`src/rtl/alu7_pkg.sv`:
```
// Shared op codes, 7-segment patterns and converter state type for the
// N-bit ALU / 7-segment display top.
package alu7_pkg;

  localparam logic [1:0] OP_ADD = 2'b00;
  localparam logic [1:0] OP_SUB = 2'b01;
  localparam logic [1:0] OP_INC = 2'b10;
  localparam logic [1:0] OP_ACC = 2'b11;

  // Active-low cathodes, bit order {g,f,e,d,c,b,a}
  localparam logic [6:0] SEG_0     = 7'b1000000;
  localparam logic [6:0] SEG_1     = 7'b1111001;
  localparam logic [6:0] SEG_2     = 7'b0100100;
  localparam logic [6:0] SEG_3     = 7'b0110000;
  localparam logic [6:0] SEG_4     = 7'b0011001;
  localparam logic [6:0] SEG_5     = 7'b0010010;
  localparam logic [6:0] SEG_6     = 7'b0000010;
  localparam logic [6:0] SEG_7     = 7'b1111000;
  localparam logic [6:0] SEG_8     = 7'b0000000;
  localparam logic [6:0] SEG_9     = 7'b0010000;
  localparam logic [6:0] SEG_BLANK = 7'b1111111;
  localparam logic [6:0] SEG_MINUS = 7'b0111111;

  typedef enum logic [1:0] {
    CONV_IDLE,
    CONV_LOAD,
    CONV_SHIFT,
    CONV_DONE
  } conv_state_t;

  // Decimal digits needed to show the largest unsigned value of `width` bits
  function automatic int unsigned bcd_digits(input int unsigned width);
    int unsigned v;
    int unsigned n;
    v = (32'd1 << width) - 32'd1;
    n = 0;
    for (int i = 0; i < 10; i++) begin
      if (v != 0) begin
        n++;
        v = v / 32'd10;
      end
    end
    if (n == 0) n = 1;
    return n;
  endfunction

  function automatic logic [6:0] seg_of(input logic [3:0] v);
    case (v)
      4'd0:    return SEG_0;
      4'd1:    return SEG_1;
      4'd2:    return SEG_2;
      4'd3:    return SEG_3;
      4'd4:    return SEG_4;
      4'd5:    return SEG_5;
      4'd6:    return SEG_6;
      4'd7:    return SEG_7;
      4'd8:    return SEG_8;
      4'd9:    return SEG_9;
      default: return SEG_BLANK;
    endcase
  endfunction

endpackage

```
`src/rtl/alu_nbit_7seg_bin2bcd_seq.sv`:
```
// Sequential double-dabble: one add-3/shift step per cycle, IN_W steps per
// conversion, result held in bcd until the next start.
module bin2bcd_seq
  import alu7_pkg::*;
#(
  parameter int unsigned IN_W = 5,
  parameter int unsigned ND   = bcd_digits(IN_W)
) (
  input  logic            clk,
  input  logic            rst_n,
  input  logic            start,
  input  logic [IN_W-1:0] bin,
  output logic            busy,
  output logic            done,
  output logic [4*ND-1:0] bcd
);

  localparam int unsigned BW = 4 * ND;
  localparam int unsigned SW = BW + IN_W;
  localparam int unsigned CW = $clog2(IN_W + 1);

  conv_state_t   state_q, state_d;
  logic [SW-1:0] sr_q, sr_d, adj;
  logic [CW-1:0] cnt_q, cnt_d;

  always_comb begin
    state_d = state_q;
    sr_d    = sr_q;
    cnt_d   = cnt_q;
    adj     = sr_q;
    case (state_q)
      CONV_IDLE: if (start) state_d = CONV_LOAD;
      CONV_LOAD: begin
        sr_d    = {BW'(0), bin};
        cnt_d   = '0;
        state_d = CONV_SHIFT;
      end
      CONV_SHIFT: begin
        for (int d = 0; d < int'(ND); d++) begin
          if (adj[int'(IN_W) + 4*d +: 4] >= 4'd5)
            adj[int'(IN_W) + 4*d +: 4] = adj[int'(IN_W) + 4*d +: 4] + 4'd3;
        end
        sr_d  = adj << 1;
        cnt_d = cnt_q + CW'(1);
        if (cnt_q == CW'(IN_W - 1)) state_d = CONV_DONE;
      end
      CONV_DONE: state_d = CONV_IDLE;
      default:   state_d = CONV_IDLE;
    endcase
  end

  always_ff @(posedge clk or negedge rst_n) begin
    if (!rst_n) begin
      state_q <= CONV_IDLE;
      sr_q    <= '0;
      cnt_q   <= '0;
      busy    <= 1'b0;
      done    <= 1'b0;
    end else begin
      state_q <= state_d;
      sr_q    <= sr_d;
      cnt_q   <= cnt_d;
      busy    <= (state_d != CONV_IDLE);
      done    <= (state_d == CONV_DONE);
    end
  end

  assign bcd = sr_q[SW-1:IN_W];

endmodule

```
`src/rtl/alu_nbit_7seg_seq.sv`:
```
// Board top: WIDTH-bit ALU captured on a synchronised load button, converted
// to BCD and shown on a multiplexed signed 7-segment display.
module alu_nbit_7seg_seq
  import alu7_pkg::*;
#(
  parameter int unsigned WIDTH       = 4,
  parameter int unsigned DIGITS      = 4,
  parameter int unsigned REFRESH_DIV = 100000
) (
  input  logic              clk,
  input  logic              rst_n,
  input  logic [WIDTH-1:0]  a,
  input  logic [WIDTH-1:0]  b,
  input  logic [1:0]        op,
  input  logic              cin,
  input  logic              load,
  output logic [WIDTH:0]    result_led,
  output logic              ovf_led,
  output logic              neg_led,
  output logic              busy,
  output logic [6:0]        seg,
  output logic [DIGITS-1:0] an
);

  localparam int unsigned RES_W = WIDTH + 1;
  localparam int unsigned ND    = bcd_digits(RES_W);
  localparam int unsigned CW    = $clog2(REFRESH_DIV);
  localparam int unsigned IW    = $clog2(DIGITS);

  logic [1:0]      sync_q;
  logic            prev_q, rise_q, capture;
  logic [RES_W-1:0] alu_sum;
  logic            alu_neg;
  logic            conv_done;
  logic [4*ND-1:0] conv_bcd, disp_bcd_q;
  logic            disp_neg_q;
  logic [CW-1:0]   refresh_q;
  logic [IW-1:0]   dig_q, dig_d;
  logic            wrap;
  logic [ND-1:0]   shown;
  logic            above;
  logic [6:0]      pat;

  // Button synchroniser plus registered rising-edge pulse
  always_ff @(posedge clk or negedge rst_n) begin
    if (!rst_n) begin
      sync_q <= '0;
      prev_q <= 1'b0;
      rise_q <= 1'b0;
    end else begin
      sync_q <= {sync_q[0], load};
      prev_q <= sync_q[1];
      rise_q <= sync_q[1] & ~prev_q;
    end
  end

  // Edges arriving mid-conversion are dropped, never queued
  assign capture = rise_q & ~busy;

  always_comb begin
    alu_sum = '0;
    alu_neg = 1'b0;
    case (op)
      OP_ADD: alu_sum = {1'b0, a} + {1'b0, b} + RES_W'(cin);
      OP_SUB: begin
        if (a >= b) begin
          alu_sum = {1'b0, a - b};
        end else begin
          alu_sum = {1'b0, b - a};
          alu_neg = 1'b1;
        end
      end
      OP_INC: alu_sum = {1'b0, a} + RES_W'(1);
      OP_ACC: alu_sum = {1'b0, result_led[WIDTH-1:0]} + {1'b0, a};
      default: alu_sum = '0;
    endcase
  end

  always_ff @(posedge clk or negedge rst_n) begin
    if (!rst_n) begin
      result_led <= '0;
      ovf_led    <= 1'b0;
      neg_led    <= 1'b0;
    end else if (capture) begin
      result_led <= alu_sum;
      ovf_led    <= alu_sum[WIDTH];
      neg_led    <= alu_neg;
    end
  end

  bin2bcd_seq #(
    .IN_W (RES_W),
    .ND   (ND)
  ) u_bcd (
    .clk   (clk),
    .rst_n (rst_n),
    .start (capture),
    .bin   (result_led),
    .busy  (busy),
    .done  (conv_done),
    .bcd   (conv_bcd)
  );

  // Display buffer only changes once a conversion has fully finished
  always_ff @(posedge clk or negedge rst_n) begin
    if (!rst_n) begin
      disp_bcd_q <= '0;
      disp_neg_q <= 1'b0;
    end else if (conv_done) begin
      disp_bcd_q <= conv_bcd;
      disp_neg_q <= neg_led;
    end
  end

  assign wrap = (refresh_q == CW'(REFRESH_DIV - 1));

  always_comb begin
    dig_d = dig_q;
    if (wrap) dig_d = (dig_q == IW'(DIGITS - 1)) ? '0 : dig_q + IW'(1);
  end

  // Leading-zero blanking, with the top digit reserved for the sign
  always_comb begin
    above = 1'b0;
    shown = '0;
    for (int k = int'(ND) - 1; k >= 0; k--) begin
      above    = above | (|disp_bcd_q[4*k +: 4]);
      shown[k] = above | (k == 0);
    end
    pat = SEG_BLANK;
    for (int k = 0; k < int'(ND); k++) begin
      if (dig_d == IW'(k) && shown[k]) pat = seg_of(disp_bcd_q[4*k +: 4]);
    end
    if (disp_neg_q && dig_d == IW'(DIGITS - 1)) pat = SEG_MINUS;
  end

  always_ff @(posedge clk or negedge rst_n) begin
    if (!rst_n) begin
      refresh_q <= '0;
      dig_q     <= '0;
      an        <= ~DIGITS'(1);
      seg       <= SEG_0;
    end else begin
      refresh_q <= wrap ? '0 : refresh_q + CW'(1);
      dig_q     <= dig_d;
      an        <= ~(DIGITS'(1) << dig_d);
      seg       <= pat;
    end
  end

endmodule

```
`config.mk`:
```
export PLATFORM = sky130hd
export DESIGN_NAME = alu_nbit_7seg_seq
export DESIGN_NICKNAME = d
export VERILOG_FILES = /design/src/rtl/alu7_pkg.sv /design/src/rtl/alu_nbit_7seg_bin2bcd_seq.sv /design/src/rtl/alu_nbit_7seg_seq.sv
export SDC_FILE = /design/constraint.sdc
export NUM_CORES = 1
export LEC_CHECK = 0
export ABC_AREA = 1
export CORE_MARGIN = 5
export CORE_UTILIZATION = 55
export DETAILED_ROUTE_END_ITERATION = 6
export PLACE_DENSITY = 0.82
export SYNTH_ARGS = -nofsm -noshare
export SYNTH_HDL_FRONTEND = slang
export SYNTH_HIERARCHICAL = 1
export SYNTH_SLANG_ARGS = --single-unit
export TNS_END_PERCENT = 10
```
`constraint.sdc`:
```
create_clock -name clk -period 2 [get_ports clk]
set_clock_uncertainty 0.2 [all_clocks]
set_input_delay 0.3 -clock clk [delete_from_list [all_inputs] [get_ports clk]]
set_output_delay 0.3 -clock clk [all_outputs]
set_load 0.05 [all_outputs]
```
==> flow_summary_export.csv, run 1 <==
group,metric,value,unit
status,outcome,"finished, final reports clean",
timing,worst_slew_margin_rel,64.31,%
power_and_ir_drop,cell_leakage_power,2.743,nW
timing,period_share,97.77,%
placement,port-buffer-count,32,
worst_setup_path,cpLargestDelayFamily,"buffers and inverters",
worst_setup_path,crit_slowest_cell,"sky130_fd_sc_hd__clkdlybuf4s50_1",
clocking,htree_num_levels,3,
power_and_ir_drop,total_power,4.739,mW
floorplan,die-area,0.009694,sq mm
final_layout,area.growth.synth_to_final,19.97,%
floorplan,floorplan.die.height,98.46,um
yosys,synth-edff-count,0,
timing,worst-slew-pin-transition,529.8,ps
worst_setup_path,criticalPathCategory,"reg -> out",
timing,max_slew_violation_count,0,
worst_setup_path,worstPathBufferInverterCount,1,
route,route.detailed.wl_per_inst,12.83,um
yosys,combinational_family_with_the_most_area_after_synthesis,"simple AND/OR/NAND/NOR gates",
yosys,netlist_top_cells_area,"sky130_fd_sc_hd__dfrtp_1 38%, sky130_fd_sc_hd__ha_1 9.9%, sky130_fd_sc_hd__nand2_1 9.9%",
global_routing,grtUsageTotal,19.53,%
route,route.vias.total,3697,
clocking,tritoncts_num_sinks,69,
clocking,clkTransAtPathRegs,70,ps
final_layout,final_design_area_no_fill,0.005164,sq mm
yosys,synthCells,542,
yosys,synth-seq-cells,69,
yosys,synth.top_cell.area_share,37.79,%
route,detail_route.iter0.violations,164,
floorplan,fp.dieW,98.46,um
clocking,ctsLongestPathBuffers,2,
clocking,number_of_buffers_created_by_cts,9,
worst_setup_path,critical_path_cell_count,1,
timing,fmaxAchievable,0.5114,GHz
yosys,synthesis.yosys.warnings,6,
timing,post_layout_minimum_cycle_time,1955,ps
timing,grt_setup_unrepaired,"yes",
yosys,synth.net_count,595,
route,post_drt_via_cell_ratio,5.200,
route,drtPass1Iterations,5,
floorplan,floorplan.io_pins,33,
floorplan,core,0.007687,sq mm
yosys,async_reset_ff_share,100.0,%
route,drt_drc_violations_left,0,
route,postRouteAntennaNets,0,
placement,post-dp-hpwl,6.715,mm
yosys,syn-cell-area,0.004304,sq mm
worst_setup_path,cpPeakStageDelay,800,ps
timing,fin_tns_setup,0,ps
worst_setup_path,crit_required,1500,ps
yosys,yosys.area_share.xor_xnor,1.424,%
clocking,tritoncts_clock_tree,"built",
final_layout,nets,657,
global_routing,grt_max_degree,70,
clocking,clock_insertion_delay_worst_skew,340,ps
placement,placement.cell_area,0.004853,sq mm
power_and_ir_drop,power.density,917.7,mW/mm^2
yosys,synthMuxAreaShare,0.2616,%
global_routing,grt_pass1_vias,3555,
yosys,synthDominantAreaCellType,"sky130_fd_sc_hd__dfrtp_1",
worst_setup_path,cp_data_arrival_time,1460,ps
worst_setup_path,critPathMaxFanout,1,
timing,report.final.setup_viol,0,
final_layout,antenna_cells,0,
power_and_ir_drop,max-vdd-ir-drop,1.063,mV
yosys,synth.yosys.seq_area_share,40.23,%
yosys,ys.flop_type,"sky130_fd_sc_hd__dfrtp_1",
timing,timing.hold.ws,158.2,ps
timing,final_hold_fails,0,
yosys,post_synth_num_cell_types,39,
yosys,post_synth.cell_area_avg,7.941,sq um
route,route.final.wire_length,9.123,mm
floorplan,core.rowCount,32,
yosys,synth_fa_ha_area_share,12.21,%
yosys,synth_compound_gate_area_share,8.983,%
min_path,worstHoldPathType,"reg -> reg",
yosys,post_synthesis_simple_gate_area_fraction,26.86,%
placement,place_congestion,0.9328,
global_routing,antenna_violations_before_repair,0,
min_path,hold-path-cell-count,0,
clocking,clock_tree.root_cell,"sky130_fd_sc_hd__clkbuf_8",
floorplan,floorplan.initialDensity,55.99,%
final_layout,layout-drive-gt1-share,18.72,%
worst_setup_path,cp-start-kind,"flip-flop",
global_routing,grt_overflow,0,
worst_setup_path,end_kind,"output pin",
worst_setup_path,series_of_cell_instances_along_the_critical_path,"clkdlybuf4s50_1",
run,maxCapViolCount,0,
worst_setup_path,timing.reg2reg.worst_path_depth,10,
global_routing,global_route_wire_length_before_repair,15.61,mm
synthesized netlist by cell type, types with 2 or more instances:
cell type	number
sky130_fd_sc_hd__nand4_1	13
sky130_fd_sc_hd__ha_1	34
sky130_fd_sc_hd__nor2_4	4
sky130_fd_sc_hd__dfrtp_1	65
sky130_fd_sc_hd__buf_2	3
sky130_fd_sc_hd__inv_1	79
sky130_fd_sc_hd__inv_2	5
sky130_fd_sc_hd__xnor2_1	4
sky130_fd_sc_hd__xor2_1	3
sky130_fd_sc_hd__clkbuf_1	2
sky130_fd_sc_hd__nand3_1	42
sky130_fd_sc_hd__nand2_1	113
sky130_fd_sc_hd__a31oi_1	4
sky130_fd_sc_hd__fa_1	5
sky130_fd_sc_hd__dfstp_2	4
sky130_fd_sc_hd__nand3_2	2
sky130_fd_sc_hd__o21bai_1	2
sky130_fd_sc_hd__a21oi_1	23
sky130_fd_sc_hd__buf_6	2
sky130_fd_sc_hd__o21ai_0	36
sky130_fd_sc_hd__nor3_1	8
sky130_fd_sc_hd__nor2_1	57
sky130_fd_sc_hd__nand2_2	5
sky130_fd_sc_hd__buf_4	9
sky130_fd_sc_hd__nand2_4	4
metrics by stage:
| step | instances | util, % | setup WS [ps] |
|---|---|---|---|
| 2_1_floorplan | 542 | - | 0.2583 |
| 3_3_place_gp | 691 | 63.13 | -486.5 |
| 3_5_place_dp | 691 | 63.13 | -665.4 |
| 4_1_cts | 709 | 66.05 | 0.1004 |
| 5_1_grt | 711 | 67.17 | -26.63 |
| 6_report | 711 | 67.17 | 44.63 |
cell type report:
class	instances	area, sq um
fill	604	2524
multi-input combinational	372	2217
sequential	69	1733
timing repair buffer	67	575.6
inverter	85	319.1
clock buffer	11	141.4
tap	102	127.6
clock inverter	5	50.05
metal layers:
metal	GRT usage [%]	vias to the layer above	share of wire, %
li1	-	1854	-
met1	23.97	1719	43
met2	32.97	106	50
met3	4.459	18	4.9
met4	8.613	0	2.2
met5	0	-	0
cells by family (layout without fill, tap and decap cells):
family / after synthesis / in the layout
adders and majority gates: 39 / 39
DFF: 69 / 69
and+or+nand+nor: 254 / 254
xor gates and xnor gates: 7 / 7
muxes: 1 / 1
AOI/OAI and AO/OA: 71 / 71
buffers and inverters: 101 / 168
where the power goes:
group          switching [mW]  internal [mW]
combinational            1.16          0.658
sequential              0.165           1.63
clock                   0.524          0.602
total                    1.85           2.89
layout by cell type, fill, tap and decap left out, types with 5 or more instances in the layout:
cell / count
sky130_fd_sc_hd__nand2_1: 110
sky130_fd_sc_hd__inv_1: 74
sky130_fd_sc_hd__dfrtp_1: 64
sky130_fd_sc_hd__nor2_1: 56
sky130_fd_sc_hd__buf_4: 44
sky130_fd_sc_hd__nand3_1: 41
sky130_fd_sc_hd__o21ai_0: 32
sky130_fd_sc_hd__ha_1: 30
sky130_fd_sc_hd__a21oi_1: 20
sky130_fd_sc_hd__nand4_1: 13
sky130_fd_sc_hd__clkdlybuf4s50_1: 11
sky130_fd_sc_hd__inv_2: 10
sky130_fd_sc_hd__clkbuf_8: 10
sky130_fd_sc_hd__nand2_2: 8
sky130_fd_sc_hd__nor3_1: 8
sky130_fd_sc_hd__dlymetal6s2s_1: 6
sky130_fd_sc_hd__nor2_4: 5
path summary, 6_finish.rpt:
| path | startpoint | endpoint | slack, ps |
|---|---|---|---|
| worst max-delay path | seg[1]$_DFF_PN0_ | seg[1] | 40 |
| worst min-delay path | sync_q[0]$_DFF_PN0_ | sync_q[1]$_DFF_PN0_ | 160 |
| worst max register to register | refresh_q[0]$_DFF_PN0_ | refresh_q[14]$_DFF_PN0_ | 100 |
| worst min register to register | sync_q[0]$_DFF_PN0_ | sync_q[1]$_DFF_PN0_ | 160 |
| max in group asynchronous | rst_n | seg[6]$_DFF_PN1_ | 990 |
| min in group asynchronous | rst_n | refresh_q[8]$_DFF_PN0_ | 300 |
registers in the layout, summed over array words and instances, names as in the netlist:
signal,flops
an,4
sync_q,2
u_bcd/busy,1
seg,7
prev_q,1
u_bcd/sr_q,13
u_bcd/cnt_q,3
dig_q,2
disp_neg_q,1
disp_bcd_q,8
u_bcd/done,1
u_bcd/state_q,2
neg_led,1
result_led,5
rise_q,1
refresh_q,17
repair_timing:
action,in CTS,in global routing
buffers inserted,1,2
hold endpoints to repair,65,0
pin swaps,2,13
endpoints found under the setup margin,6,16
resized for setup,10,28
hold buffers,1,0
Note: power is estimated with default switching activity, not from simulation.
==> inputs of run 2 (changes only) <==
--- a/config.mk
+++ b/config.mk
@@ -9,6 +9,7 @@
 export CORE_MARGIN = 5
 export CORE_UTILIZATION = 55
 export DETAILED_ROUTE_END_ITERATION = 6
+export GPL_TIMING_DRIVEN = 1
 export PLACE_DENSITY = 0.82
 export SYNTH_ARGS = -nofsm -noshare
 export SYNTH_HDL_FRONTEND = slang
==> results of run 2 <==
No change in the layout: final DEF, timing and power equal those of run 1.
==> inputs of run 3 (changes only) <==
==> constraint.sdc (replaced) <==
create_clock -name clk -period 2 [get_ports clk]
set_clock_uncertainty 0.2 [all_clocks]
set_input_delay 0.6 -clock clk [delete_from_list [all_inputs] [get_ports clk]]
set_output_delay 0.6 -clock clk [all_outputs]
set_load 0.05 [all_outputs]
==> run 3 against run 2 <==
Worst hold slack worse by 2.4 ps; setup slack worse by 51 ps; first-iteration DRC count down 9.8%; flip-flop and latch count unchanged; power up 7.4%; highest routed layer unchanged; sequential share of layout area down 1.8 points; combinational power up 20%; sequential power up 3%; clock-buffer cell count unchanged; the flow now finishes with violations (setup timing); register-to-register slack about the same; critical path depth up 11; via count up 0.62%.
==> flow_summary_export.csv, run 3 (synthesized netlist as in run 1, its figures left out) <==
group,metric,value,unit
status,outcome,"finished, violations left",
status,failed_checks,"setup timing",
timing,period_share,100.3,%
power_and_ir_drop,power.share.clock,21.2,%
route,detail_route.iter0.violations,148,
floorplan,floorplan.die.height,98.46,um
final_layout,num-fill-cells,558,
final_layout,largest_register_ff_count,17,
timing,report.final.setup_viol,1,
route,drtPass1Iterations,5,
clocking,htree_num_levels,3,
placement,post-dp-hpwl,6.876,mm
power_and_ir_drop,p_seq_share,36.1,%
clocking,clkTransAtPathRegs,70,ps
clocking,ctsLongestPathBuffers,2,
placement,port-buffer-count,32,
final_layout,total_area_of_multi_input_combinational_cells,0.002291,sq mm
floorplan,core,0.007687,sq mm
final_layout,area.growth.synth_to_final,26.72,%
timing,worst-slew-pin-transition,524.9,ps
timing,final_hold_fails,0,
floorplan,core.rowCount,32,
power_and_ir_drop,power.density,933.1,mW/mm^2
worst_setup_path,cp_data_arrival_time,2080,ps
timing,post_layout_minimum_cycle_time,2007,ps
clocking,number_of_buffers_created_by_cts,9,
power_and_ir_drop,power.net_switching,1.938,mW
route,drt_drc_violations_left,0,
final_layout,most_used_cells_in_the_layout_excluding_fill_and_tap_cells,"109 x sky130_fd_sc_hd__nand2_1, 74 x sky130_fd_sc_hd__inv_1, 65 x sky130_fd_sc_hd__dfrtp_1",
worst_setup_path,criticalPathCategory,"in -> reg",
final_layout,antenna_cells,0,
clocking,tritoncts_clock_tree,"built",
final_layout,largestRegisters,"refresh_q x17, u_bcd/sr_q x13, disp_bcd_q x8",
final_layout,layout_commonest_cell,"sky130_fd_sc_hd__nand2_1",
timing,final_critical_path_setup_slack,-6.559,ps
timing,timing.hold.ws,155.8,ps
placement,placement.cell_area,0.005101,sq mm
global_routing,grt_pass1_vias,3649,
clocking,clock_tree.root_cell,"sky130_fd_sc_hd__clkbuf_8",
worst_setup_path,end_kind,"flip-flop",
route,route.final.wire_length,9.432,mm
min_path,worstHoldPathType,"reg -> reg",
clocking,clock_insertion_delay_worst_skew,340,ps
power_and_ir_drop,cell_leakage_power,2.781,nW
run,maxCapViolCount,0,
final_layout,sequential_cell_area,0.001732,sq mm
power_and_ir_drop,p_int,3.151,mW
route,route.vias.total,3720,
timing,worst_slew_margin_rel,64.64,%
final_layout,nets,660,
placement,place_congestion,0.9322,
worst_setup_path,critPathMaxFanout,5,
route,post_drt_via_cell_ratio,5.210,
global_routing,global_route_wire_length_before_repair,16.19,mm
floorplan,floorplan.io_pins,33,
route,route.detailed.wl_per_inst,13.21,um
route,postRouteAntennaNets,0,
global_routing,grtUsageTotal,20.29,%
power_and_ir_drop,power_frac_comb,42.7,%
power_and_ir_drop,p_sw_share,38.08,%
final_layout,final_design_area_no_fill,0.005454,sq mm
timing,fmaxAchievable,0.4984,GHz
worst_setup_path,cp-start-kind,"input port",
timing,grt_setup_unrepaired,"yes",
final_layout,max_flop_register,"refresh_q",
power_and_ir_drop,max-vdd-ir-drop,0.9049,mV
worst_setup_path,crit_required,2070,ps
clocking,tritoncts_num_sinks,69,
global_routing,grt_overflow,0,
floorplan,floorplan.initialDensity,55.99,%
global_routing,grt_max_degree,62,
global_routing,antenna_violations_before_repair,0,
floorplan,fp.dieW,98.46,um
timing,max_slew_violation_count,0,
floorplan,die-area,0.009694,sq mm
final_layout,layout-drive-gt1-share,22.39,%
[run 3: critical path: stages]
cell and delay (ps):
sky130_fd_sc_hd__buf_8 110, sky130_fd_sc_hd__inv_4 40, sky130_fd_sc_hd__ha_4 110, sky130_fd_sc_hd__inv_2 40, sky130_fd_sc_hd__fa_2 340, sky130_fd_sc_hd__a21oi_2 170
sky130_fd_sc_hd__nand2_2 100, sky130_fd_sc_hd__a21oi_4 220, sky130_fd_sc_hd__inv_2 70, sky130_fd_sc_hd__nand2_1 60, sky130_fd_sc_hd__nand3_1 70, sky130_fd_sc_hd__a21oi_1 150
[run 3: layer usage]
layer / wire length (um) / track usage [%] / vias up
met3: 482 / 4.812 / 20
li1: - / - / 1857
met4: 179 / 6.723 / 0
met1: 4059 / 25.59 / 1738
met2: 4709 / 34.43 / 105
met5: 0 / 0 / -
[run 3: path summary, 6_finish.rpt]
kind                                              from                   endpoint  slack (ps)  depth (start not counted)
worst max-delay path                              a[0]  result_led[2]$_DFFE_PN0P_          -7                         12
worst min-delay path               sync_q[0]$_DFF_PN0_        sync_q[1]$_DFF_PN0_         160                          0
worst max register to register  refresh_q[0]$_DFF_PN0_           seg[6]$_DFF_PN1_         100                         13
worst min register to register     sync_q[0]$_DFF_PN0_        sync_q[1]$_DFF_PN0_         160                          0
max in group asynchronous                        rst_n           seg[6]$_DFF_PN1_         540                          3
min in group asynchronous                        rst_n    refresh_q[13]$_DFF_PN0_         440                          2
[run 3: power by group through the flow]
stage / registers [mW] / clock network (mW) / logic [mW]
after global placement: 1.85 / 0 / 2.05
after global routing: 1.87 / 1.16 / 2.38
after detailed placement: 1.86 / 0 / 2.10
final: 1.84 / 1.08 / 2.18
after floorplan: 2.13 / 0 / 0.898
after CTS: 1.84 / 1.10 / 2.15
[run 3: final cells by class]
cell class / count / share of cell area [%]
clock buffers: 11 / 2.409
clock inverters: 5 / 0.9635
inverters: 85 / 5.896
multi-input cells: 372 / 42.01
flip-flops and latches: 69 / 31.75
well taps: 102 / 2.340
repair buffers: 70 / 14.64
[run 3: what timing repair did]
item	CTS	global route
pin swaps	15	12
resized for setup	39	25
hold buffers	1	0
endpoints found under the setup margin	7	14
endpoints found under the hold margin	8	0
buffers inserted	4	1
[run 3: stage by stage]
| stage | setup WS, ps | TNS, ps | util [%] | instances | power (mW) |
|---|---|---|---|---|---|
| after detailed placement | -865.0 | -4411 | 66.36 | 692 | 3.964 |
| after global placement | -720.9 | -3764 | 66.36 | 692 | 3.899 |
| final | -6.559 | -6.559 | 70.95 | 714 | 5.089 |
| after global routing | -118.1 | -514.6 | 70.95 | 714 | 5.405 |
| after floorplan | -120.6 | -444.9 | - | 542 | 3.027 |
| after CTS | -31.43 | -97.15 | 69.95 | 713 | 5.091 |
